File: config.mk
export PLATFORM = sky130hd
export DESIGN_NAME = aes_start_gen_flat
export DESIGN_NICKNAME = d
export VERILOG_FILES = /design/src/rtl/aes_ctrl_pkg.sv /design/src/rtl/aes_start_gen_if.sv /design/src/rtl/aes_start_gen.sv /design/src/flat_wrapper.sv
export SDC_FILE = /design/constraint.sdc
export NUM_CORES = 1
export LEC_CHECK = 0
export CAP_MARGIN = 20
export CORE_MARGIN = 2
export CORE_UTILIZATION = 40
export CTS_BUF_LIST = sky130_fd_sc_hd__clkbuf_4 sky130_fd_sc_hd__clkbuf_8
export CTS_CLUSTER_SIZE = 25
export DETAILED_ROUTE_END_ITERATION = 12
export HOLD_SLACK_MARGIN = 0.03
export PLACE_DENSITY_LB_ADDON = 0.15
export SYNTH_ARGS = -nofsm -noshare
export SYNTH_HDL_FRONTEND = slang
export SYNTH_SLANG_ARGS = --single-unit
File: constraint.sdc
create_clock -name acq_clk -period 2.4 [get_ports acq_clk]
set_input_delay 0.24 -clock acq_clk [delete_from_list [all_inputs] [get_ports acq_clk]]
set_output_delay 0.24 -clock acq_clk [all_outputs]
set_load 0.02 [all_outputs]
File: src/rtl/aes_ctrl_pkg.sv
// Shared AES control types and defaults: FSM state encoding plus the start-width/timeout
// defaults also used by the start-trigger config and the HPS register map.
package aes_ctrl_pkg;

  typedef enum logic [1:0] {
    IDLE  = 2'd0,
    START = 2'd1,
    WAIT  = 2'd2,
    DONE  = 2'd3
  } aes_state_e;

  localparam int AES_START_WIDTH_DEF = 4;
  localparam int AES_TIMEOUT_DEF     = 1024;
  localparam int AES_RUN_CNT_W_DEF   = 16;

endpackage

File: src/rtl/aes_start_gen_if.sv
// Command/status bundle between the HPS bridge, the AES core and aes_start_gen.
// master = HPS/AES side, slave = the start generator.
interface aes_start_gen_if
  import aes_ctrl_pkg::*;
#(
  parameter int CNT_W = AES_RUN_CNT_W_DEF
);

  logic             cmd_go;
  logic             cmd_ready;
  logic             aes_done;
  logic             aes_start;
  logic             busy;
  logic             done_pulse;
  logic             timeout_err;
  logic [CNT_W-1:0] run_count;

  modport master (
    output cmd_go,
    output aes_done,
    input  cmd_ready,
    input  aes_start,
    input  busy,
    input  done_pulse,
    input  timeout_err,
    input  run_count
  );

  modport slave (
    input  cmd_go,
    input  aes_done,
    output cmd_ready,
    output aes_start,
    output busy,
    output done_pulse,
    output timeout_err,
    output run_count
  );

endinterface

File: src/rtl/aes_start_gen.sv
// Fixed-width AES start strobe generator with done/timeout tracking and a run counter.
// Latency: aes_start rises one cycle after cmd_go; cmd_go is dropped whenever cmd_ready=0.
module aes_start_gen
  import aes_ctrl_pkg::*;
#(
  parameter int START_WIDTH = AES_START_WIDTH_DEF,
  parameter int TIMEOUT     = AES_TIMEOUT_DEF,
  parameter int CNT_W       = AES_RUN_CNT_W_DEF
) (
  input logic             acq_clk,
  input logic             reset_n,
  aes_start_gen_if.slave  bus
);

  // One shared counter: counts down the start width, then up through the wait window.
  localparam logic [15:0] WIDTH_LOAD   = 16'(START_WIDTH - 1);
  localparam logic [15:0] TIMEOUT_LAST = 16'(TIMEOUT - 1);

  aes_state_e       state_q, state_d;
  logic [15:0]      cnt_q, cnt_d;
  logic             terr_q, terr_d;
  logic [CNT_W-1:0] run_cnt_q, run_cnt_d;

  logic             start_q;
  logic             busy_q;
  logic             done_pulse_q;
  logic             ready_q;

  always_comb begin
    state_d   = state_q;
    cnt_d     = cnt_q;
    terr_d    = terr_q;
    run_cnt_d = run_cnt_q;
    unique case (state_q)
      IDLE: begin
        if (bus.cmd_go) begin
          state_d = START;
          cnt_d   = WIDTH_LOAD;
          terr_d  = 1'b0;
        end
      end
      START: begin
        if (cnt_q == 16'd0) begin
          state_d = WAIT;
          cnt_d   = 16'd0;
        end else begin
          cnt_d = cnt_q - 16'd1;
        end
      end
      WAIT: begin
        // Done is checked first so a completion on the last window cycle is not an error.
        if (bus.aes_done) begin
          state_d   = DONE;
          cnt_d     = 16'd0;
          run_cnt_d = run_cnt_q + 1'b1;
        end else if (cnt_q == TIMEOUT_LAST) begin
          state_d = IDLE;
          cnt_d   = 16'd0;
          terr_d  = 1'b1;
        end else begin
          cnt_d = cnt_q + 16'd1;
        end
      end
      DONE: begin
        state_d = IDLE;
      end
      default: begin
        state_d = IDLE;
        cnt_d   = 16'd0;
      end
    endcase
  end

  // Outputs are decoded from the next state so every output comes straight off a flop.
  always_ff @(posedge acq_clk or negedge reset_n) begin
    if (!reset_n) begin
      state_q      <= IDLE;
      cnt_q        <= 16'd0;
      terr_q       <= 1'b0;
      run_cnt_q    <= '0;
      start_q      <= 1'b0;
      busy_q       <= 1'b0;
      done_pulse_q <= 1'b0;
      ready_q      <= 1'b1;
    end else begin
      state_q      <= state_d;
      cnt_q        <= cnt_d;
      terr_q       <= terr_d;
      run_cnt_q    <= run_cnt_d;
      start_q      <= (state_d == START);
      busy_q       <= (state_d == START) || (state_d == WAIT);
      done_pulse_q <= (state_d == DONE);
      ready_q      <= (state_d == IDLE);
    end
  end

  assign bus.aes_start   = start_q;
  assign bus.busy        = busy_q;
  assign bus.done_pulse  = done_pulse_q;
  assign bus.cmd_ready   = ready_q;
  assign bus.timeout_err = terr_q;
  assign bus.run_count   = run_cnt_q;

endmodule

File: src/flat_wrapper.sv
// flat-port wrapper written by rule: the top's interface ports become plain ports
module aes_start_gen_flat import aes_ctrl_pkg::*;
#(
  parameter int START_WIDTH = AES_START_WIDTH_DEF,
  parameter int TIMEOUT     = AES_TIMEOUT_DEF,
  parameter int CNT_W       = AES_RUN_CNT_W_DEF
)
  (acq_clk, reset_n, bus_cmd_go, bus_aes_done, bus_cmd_ready, bus_aes_start, bus_busy, bus_done_pulse, bus_timeout_err, bus_run_count);
  aes_start_gen_if #(.CNT_W(CNT_W)) bus_i ();
  input logic acq_clk;
  input logic reset_n;
  input wire logic [$bits(bus_i.cmd_go)-1:0] bus_cmd_go;
  input wire logic [$bits(bus_i.aes_done)-1:0] bus_aes_done;
  output wire logic [$bits(bus_i.cmd_ready)-1:0] bus_cmd_ready;
  output wire logic [$bits(bus_i.aes_start)-1:0] bus_aes_start;
  output wire logic [$bits(bus_i.busy)-1:0] bus_busy;
  output wire logic [$bits(bus_i.done_pulse)-1:0] bus_done_pulse;
  output wire logic [$bits(bus_i.timeout_err)-1:0] bus_timeout_err;
  output wire logic [$bits(bus_i.run_count)-1:0] bus_run_count;
  assign bus_i.cmd_go = bus_cmd_go;
  assign bus_i.aes_done = bus_aes_done;
  assign bus_cmd_ready = bus_i.cmd_ready;
  assign bus_aes_start = bus_i.aes_start;
  assign bus_busy = bus_i.busy;
  assign bus_done_pulse = bus_i.done_pulse;
  assign bus_timeout_err = bus_i.timeout_err;
  assign bus_run_count = bus_i.run_count;
  aes_start_gen #(.START_WIDTH(START_WIDTH), .TIMEOUT(TIMEOUT), .CNT_W(CNT_W)) u_core (.acq_clk(acq_clk), .reset_n(reset_n), .bus(bus_i));
endmodule
==> flow_metrics.env, run 1 <==
export IMPL_grt_pass1_vias=2059
export IMPL_dp_cells=364
export IMPL_yosys_most_used_dff="dfrtp_1"
export IMPL_drive_above_1_share=0.138
export IMPL_finalSetupTns_ns=0
export IMPL_post_dp_cell_area_um2=2860
export IMPL_synth_area_per_cell_um2=9.50
export IMPL_syn_area_um2=2510
export IMPL_num_rows=28
export IMPL_cp_start_kind="register"
export IMPL_cts_sinks=39
export IMPL_yosys_area_top_type="dfrtp_1"
export IMPL_syn_inst=264
export IMPL_max_freq_ghz=0.440
export IMPL_stdcell_count=372
export IMPL_ys_warn_count=0
export IMPL_cts_tree="done"
export IMPL_p_total_mw=2.87
export IMPL_pin_count=25
export IMPL_cts_buffers=5
export IMPL_post_route_period_util=0.948
export IMPL_coreArea_um2=5990
export IMPL_dieArea_um2=6920
export IMPL_yosys_area_top_type_share=0.379
export IMPL_globalplace_congestion=0.961
export IMPL_setup_slack_ns=0.125
export IMPL_period_minus_slack_ns=2.28
export IMPL_path_clk_slew_ns=0.08
export IMPL_antenna_found_initial=0
export IMPL_synth_nets=279
export IMPL_slew_limit_headroom=0.417
export IMPL_h_tree_depth=2
export IMPL_peakVddDrop_mv=0.940
export IMPL_setup_worst_path_class="reg2reg"
export IMPL_ys_ff_latch=39
export IMPL_async_flop_share=1.00
export IMPL_synth_mux_area_frac=0.00449
export IMPL_grt_overflow_total=0
export IMPL_die_y_um=83.2
export IMPL_holdCritPathClass="in2async"
export IMPL_arrival_ns=2.45
export IMPL_via_per_inst=5.77
export IMPL_worstPathRequired_ns=2.58
export IMPL_p_leak_nw=1.27
export IMPL_grt_total_usage=0.178
export IMPL_synth_edf_count=0
export IMPL_clock_path_buffers=2
export IMPL_routedWlPerCell_um=16.2
export IMPL_finalInstanceArea_um2=2980
export IMPL_synth_compound_area_frac=0.200
export IMPL_synth_top_family_by_area="simple AND/OR/NAND/NOR gates"
export IMPL_clock_skew_ns=0.00583
export IMPL_final_nets=311
export IMPL_drtAntennaViolNets=0
export IMPL_clk_latency_ns=0.29
export IMPL_first_pass_iters=4
export IMPL_drc=0
export IMPL_yosys_area_share_adder=0.0549
export IMPL_first_iter_violations=132
export IMPL_rsz0062_at_grt="false"
export IMPL_grt_pass1_wl_um=10100
export IMPL_status="completed"
export IMPL_synth_area_leaders="dfrtp_1 38%, xnor2_1 5.6%, ha_1 5.5%"
export IMPL_hold_violations=0
export IMPL_die_width_um=83.2
export IMPL_synthToLayoutAreaGrowth_pct=18.7
export IMPL_drv_cap=0
export IMPL_post_place_ws_ns=0.106
export IMPL_synthXorXnorAreaFrac=0.0628
export IMPL_crit_fanout=6
export IMPL_initial_core_util=0.419
export IMPL_n_antenna_cell=0
export IMPL_postCtsHoldBufs=0
export IMPL_cts_resized_gates=0
export IMPL_worstMarginPinSlew_ns=0.874
export IMPL_dpl_hpwl_um=4290
export IMPL_yosysSeqAreaShare=0.390
export IMPL_hold_slack_ns=0.0664
export IMPL_maxSlewViolCount=0
export IMPL_setup_worst_path_end_class="register"
export IMPL_synth_cell_types=61
export IMPL_wl_um=6030
export IMPL_finalSetupViolations=0
export IMPL_synthSimpleGateAreaFrac=0.241
export IMPL_grt_max_degree=40
export IMPL_post_route_util=0.497
export IMPL_portBuffers=24
export IMPL_postCtsSetupBuffers=0
export IMPL_cellPowerDensity_nw_per_um2=964
export IMPL_vias=2145
export IMPL_root_buffer="clkbuf_8"
==> metal layers <==
metal	part of all wire	GRT usage	up-vias
met3	0.046	0.0348	2
met1	0.49	0.246	1015
li1	-	-	1062
met2	0.46	0.272	66
met5	0	0	-
met4	0.0081	0.0730	0
==> area by class of cell <==
type / count / area [um2]
clock buffer: 7 / 96.3
clock inverter: 1 / 7.51
multi-input combinational: 202 / 1420
inverter: 10 / 37.5
timing repair buffer: 38 / 340
fill: 546 / 3010
sequential: 39 / 977
tap: 75 / 93.8
==> cells in the mapped netlist, drive strengths merged, types with 3 or more instances <==
| master | n |
|---|---|
| a211oi | 5 |
| a21oi | 7 |
| a221o | 3 |
| a221oi | 3 |
| a31oi | 4 |
| a41oi | 4 |
| and2 | 5 |
| and3 | 8 |
| and4 | 6 |
| buf | 10 |
| clkbuf | 3 |
| dfrtp | 38 |
| ha | 11 |
| inv | 10 |
| nand2 | 20 |
| nand2b | 3 |
| nand3 | 13 |
| nand4 | 5 |
| nor2 | 12 |
| nor2b | 5 |
| nor3 | 13 |
| nor4 | 4 |
| o21ai | 13 |
| xnor2 | 16 |
==> where the power goes <==
| part | internal [mW] | leakage, nW | switching, mW |
|---|---|---|---|
| Clock | 0.262 | 0.0505 | 0.234 |
| Sequential | 0.782 | 0.525 | 0.169 |
| Combinational | 0.592 | 0.691 | 0.832 |
| Total | 1.64 | 1.27 | 1.23 |
==> path summary, 6_finish.rpt <==
| check | start | to | slack [ns] | cells after the start |
|---|---|---|---|---|
| max in group asynchronous | reset_n | u_core.cnt_q[1] | 1.79 | 1 |
| worst min register to register | u_core.bus.run_count[15] | u_core.bus.run_count[15] | 0.46 | 1 |
| min in group acq_clk | u_core.bus.run_count[15] | u_core.bus.run_count[15] | 0.46 | 1 |
| worst max register to register | u_core.cnt_q[0] | u_core.bus.busy | 0.12 | 7 |
| worst max-delay path | u_core.cnt_q[0] | u_core.bus.busy | 0.12 | 7 |
| worst min-delay path | reset_n | u_core.bus.run_count[6] | 0.07 | 1 |
==> registers in the layout, indices dropped and copies added, names as in the netlist <==
name	cells
u_core.cnt_q	16
u_core.state_q	2
u_core.bus.busy	1
u_core.bus.done_pulse	1
u_core.bus.run_count	16
u_core.bus.timeout_err	1
u_core.bus.aes_start	1
u_core.bus.cmd_ready	1
==> critical path: stages, from the launching register on <==
cell and delay, ns:
dfrtp_1 0.40, ha_1 0.23, and4_1 0.31, and3_2 0.28, nand2_1 0.10, a21o_1 0.20
a221o_1 0.35, ha_1 0.30
==> placed cells by master (no fill, tap or decap), types with 3 or more instances in the layout <==
cell / count
inv_1: 9
ha_1: 10
xnor2_1: 16
nand2_1: 20
nand2b_1: 3
o21ai_0: 10
and2_1: 5
clkdlybuf4s50_1: 23
a211oi_1: 5
buf_4: 14
nor2_1: 12
and3_1: 6
and4_1: 5
nand3_1: 13
a31oi_1: 4
nand4_1: 5
dfrtp_1: 38
nor2b_1: 5
a41oi_1: 4
a221o_1: 3
a221oi_1: 3
o21ai_1: 3
nor3_1: 11
clkbuf_8: 7
a21oi_1: 7
==> cells by family (layout without fill, tap and decap cells) <==
group	count (synthesis)	in the layout
buf+inv	23	56
compound gates	67	67
xor+xnor	18	18
fa+ha+maj	11	11
flops	39	39
simple gates	105	105
mux	1	1
(Power assumes the default switching activity.)
==> run 2, diff against run 1 <==
--- a/config.mk
+++ b/config.mk
@@ -5,12 +5,13 @@
 export SDC_FILE = /design/constraint.sdc
 export NUM_CORES = 1
 export LEC_CHECK = 0
-export CAP_MARGIN = 20
+export CAP_MARGIN = 5
 export CORE_MARGIN = 2
 export CORE_UTILIZATION = 40
 export CTS_BUF_LIST = sky130_fd_sc_hd__clkbuf_4 sky130_fd_sc_hd__clkbuf_8
 export CTS_CLUSTER_SIZE = 25
 export DETAILED_ROUTE_END_ITERATION = 12
+export GPL_TIMING_DRIVEN = 0
 export HOLD_SLACK_MARGIN = 0.03
 export PLACE_DENSITY_LB_ADDON = 0.15
 export SYNTH_ARGS = -nofsm -noshare
==> run 2 against run 1 <==
  * Count of clock-buffer cells in the layout shrank 1
  * Cell count stayed put
  * Die area is the same
  * Design area grew 1.6%
  * Worst hold slack worse by 0.0091 ns
  * Total power is 0.38% higher
  * Sequential share of layout area shrank 0.49 points
  * Critical endpoint is now u_core.cnt_q[14]
  * Largest cell class unchanged
  * Critical path depth stayed put
  * Register-to-register slack worse by 0.03 ns
  * Clock power shrank 2%
  * Fmax down 1.3%
  * Clock skew is 0.0023 ns higher
==> flow_metrics.env, run 2 (same netlist as run 1, synthesis figures left out) <==
export IMPL_drc=0
export IMPL_clock_skew_ns=0.00816
export IMPL_rsz0062_at_grt="true"
export IMPL_finalSetupTns_ns=0
export IMPL_path_cells="inv_1 -> ha_1 -> or4b_4 -> or4_4 -> o2111ai_2 -> a21boi_1 -> o311ai_1"
export IMPL_period_minus_slack_ns=2.30
export IMPL_n_antenna_cell=0
export IMPL_h_tree_depth=2
export IMPL_maxSlewViolCount=0
export IMPL_arrival_ns=2.48
export IMPL_setup_worst_path_class="reg2reg"
export IMPL_busiest_layer="met2"
export IMPL_grt_pass1_wl_um=10500
export IMPL_crit_slowest_cell="or4b_4"
export IMPL_final_nets=311
export IMPL_final_common_cell="dfrtp_1"
export IMPL_num_rows=28
export IMPL_r2r_setup_slack_ns=0.1
export IMPL_r2r_end="u_core.cnt_q[14]"
export IMPL_cellPowerDensity_nw_per_um2=952
export IMPL_wl_um=6160
export IMPL_initial_core_util=0.419
export IMPL_max_freq_ghz=0.434
export IMPL_via_per_inst=6.00
export IMPL_portBuffers=24
export IMPL_worstPathRequired_ns=2.57
export IMPL_cts_tree="done"
export IMPL_path_clk_slew_ns=0.08
export IMPL_multi_input_area_um2=1490
export IMPL_cts_sinks=39
export IMPL_vias=2231
export IMPL_grt_overflow_total=0
export IMPL_slew_limit_headroom=0.399
export IMPL_clock_path_buffers=2
export IMPL_status="completed"
export IMPL_cts_buffers=5
export IMPL_drtAntennaViolNets=0
export IMPL_globalRouteMet1Util=0.268
export IMPL_worstMarginPinSlew_ns=0.901
export IMPL_finalSetupViolations=0
export IMPL_grt_util_met2=0.279
export IMPL_dpl_hpwl_um=4270
export IMPL_root_buffer="clkbuf_8"
export IMPL_die_y_um=83.2
export IMPL_cpPeakStageDelay_ns=0.52
export IMPL_clk_latency_ns=0.30
export IMPL_pin_count=25
export IMPL_first_pass_iters=5
export IMPL_p_total_mw=2.88
export IMPL_cp_start_kind="register"
export IMPL_seqCellArea_um2=978
export IMPL_final_cell_mix="37 x dfrtp_1, 23 x clkdlybuf4s50_1, 19 x nand2_1"
export IMPL_grt_total_usage=0.185
export IMPL_dieArea_um2=6920
export IMPL_post_route_period_util=0.960
export IMPL_grtUsageMet3=0.0358
export IMPL_coreArea_um2=5990
export IMPL_globalplace_congestion=0.867
export IMPL_crit_fanout=5
export IMPL_drv_cap=0
export IMPL_synthToLayoutAreaGrowth_pct=20.6
export IMPL_grt_max_degree=40
export IMPL_holdCritPathClass="in2async"
export IMPL_p_leak_nw=1.29
export IMPL_routedWlPerCell_um=16.6
export IMPL_drive_above_1_share=0.162
export IMPL_fill_cells=557
export IMPL_setup_worst_path_end_class="register"
export IMPL_peakVddDrop_mv=0.548
export IMPL_rr_startpoint="u_core.cnt_q[0]"
export IMPL_hold_violations=0
export IMPL_postCtsHoldBufs=0
export IMPL_antenna_found_initial=0
export IMPL_die_width_um=83.2
export IMPL_grt_pass1_vias=2109
export IMPL_first_iter_violations=163
export IMPL_ff2ff_path_depth=7
==> run 2: where the power goes <==
part	internal (mW)	total, mW	switching [mW]
sequential	0.782	0.901	0.119
combinational	0.571	1.49	0.922
clock	0.235	0.487	0.252
total	1.59	2.88	1.29
==> run 2: routing by layer <==
metal | up-vias | wire (um)
li1 | 1060 | -
met1 | 1078 | 2930
met2 | 81 | 2730
met3 | 12 | 401
met4 | 0 | 101
met5 | - | 0
==> run 2: worst max-delay path by stage <==
| stage | from | endpoint | slack (ns) | cells past startpoint |
|---|---|---|---|---|
| after floorplan | u_core.cnt_q[0] | u_core.cnt_q[14] | 0.22 | 7 |
| after global placement | u_core.cnt_q[0] | u_core.cnt_q[9] | -0.17 | 7 |
| after detailed placement | u_core.cnt_q[0] | u_core.cnt_q[9] | -0.20 | 7 |
| after CTS | u_core.cnt_q[0] | u_core.cnt_q[14] | 0.02 | 7 |
| after global routing | u_core.cnt_q[1] | u_core.bus.busy | -0.008 | 8 |
| final | u_core.cnt_q[0] | u_core.cnt_q[14] | 0.1 | 7 |
==> run 2: stage by stage <==
| stage | setup WS [ns] | instance area, um2 | cells | hold WS, ns | utilization |
|---|---|---|---|---|---|
| detailed placement | -0.201 | 2840 | 363 | 0.430 | 0.474 |
| finish | 0.0954 | 3030 | 372 | 0.0573 | 0.505 |
| floorplan | 0.223 | 2510 | 264 | -0.0556 | - |
| global route | -0.00791 | 3030 | 372 | 0.147 | 0.505 |
| global placement | -0.167 | 2840 | 363 | 0.458 | 0.475 |
| CTS | 0.0188 | 2960 | 371 | 0.108 | 0.494 |
==> run 2: cell type report <==
class                           instances  share of cell area
Buffer                                 13              0.0289
Clock buffer                            6              0.0273
Clock inverter                          2             0.00538
Inverter                               10              0.0124
Multi-Input combinational cell        202               0.491
Sequential cell                        39               0.323
Tap cell                               75              0.0310
Timing Repair Buffer                   25              0.0802
==> run 2: repair_timing <==
action,4_1_cts,5_1_grt
resized for setup,4,17
setup buffers,0,1
setup endpoints to repair,7,16
cloned,0,0
==> run 2: critical path: cells and delay by family (launching register included) <==
kind                     cells  cell delay [ns]
AND/OR/NAND/NOR              2             0.99
buffers and inverters        1             0.12
AO/OA/AOI/OAI                3             0.45
flip-flops                   1             0.40
adder cells (fa/ha/maj)      1             0.22
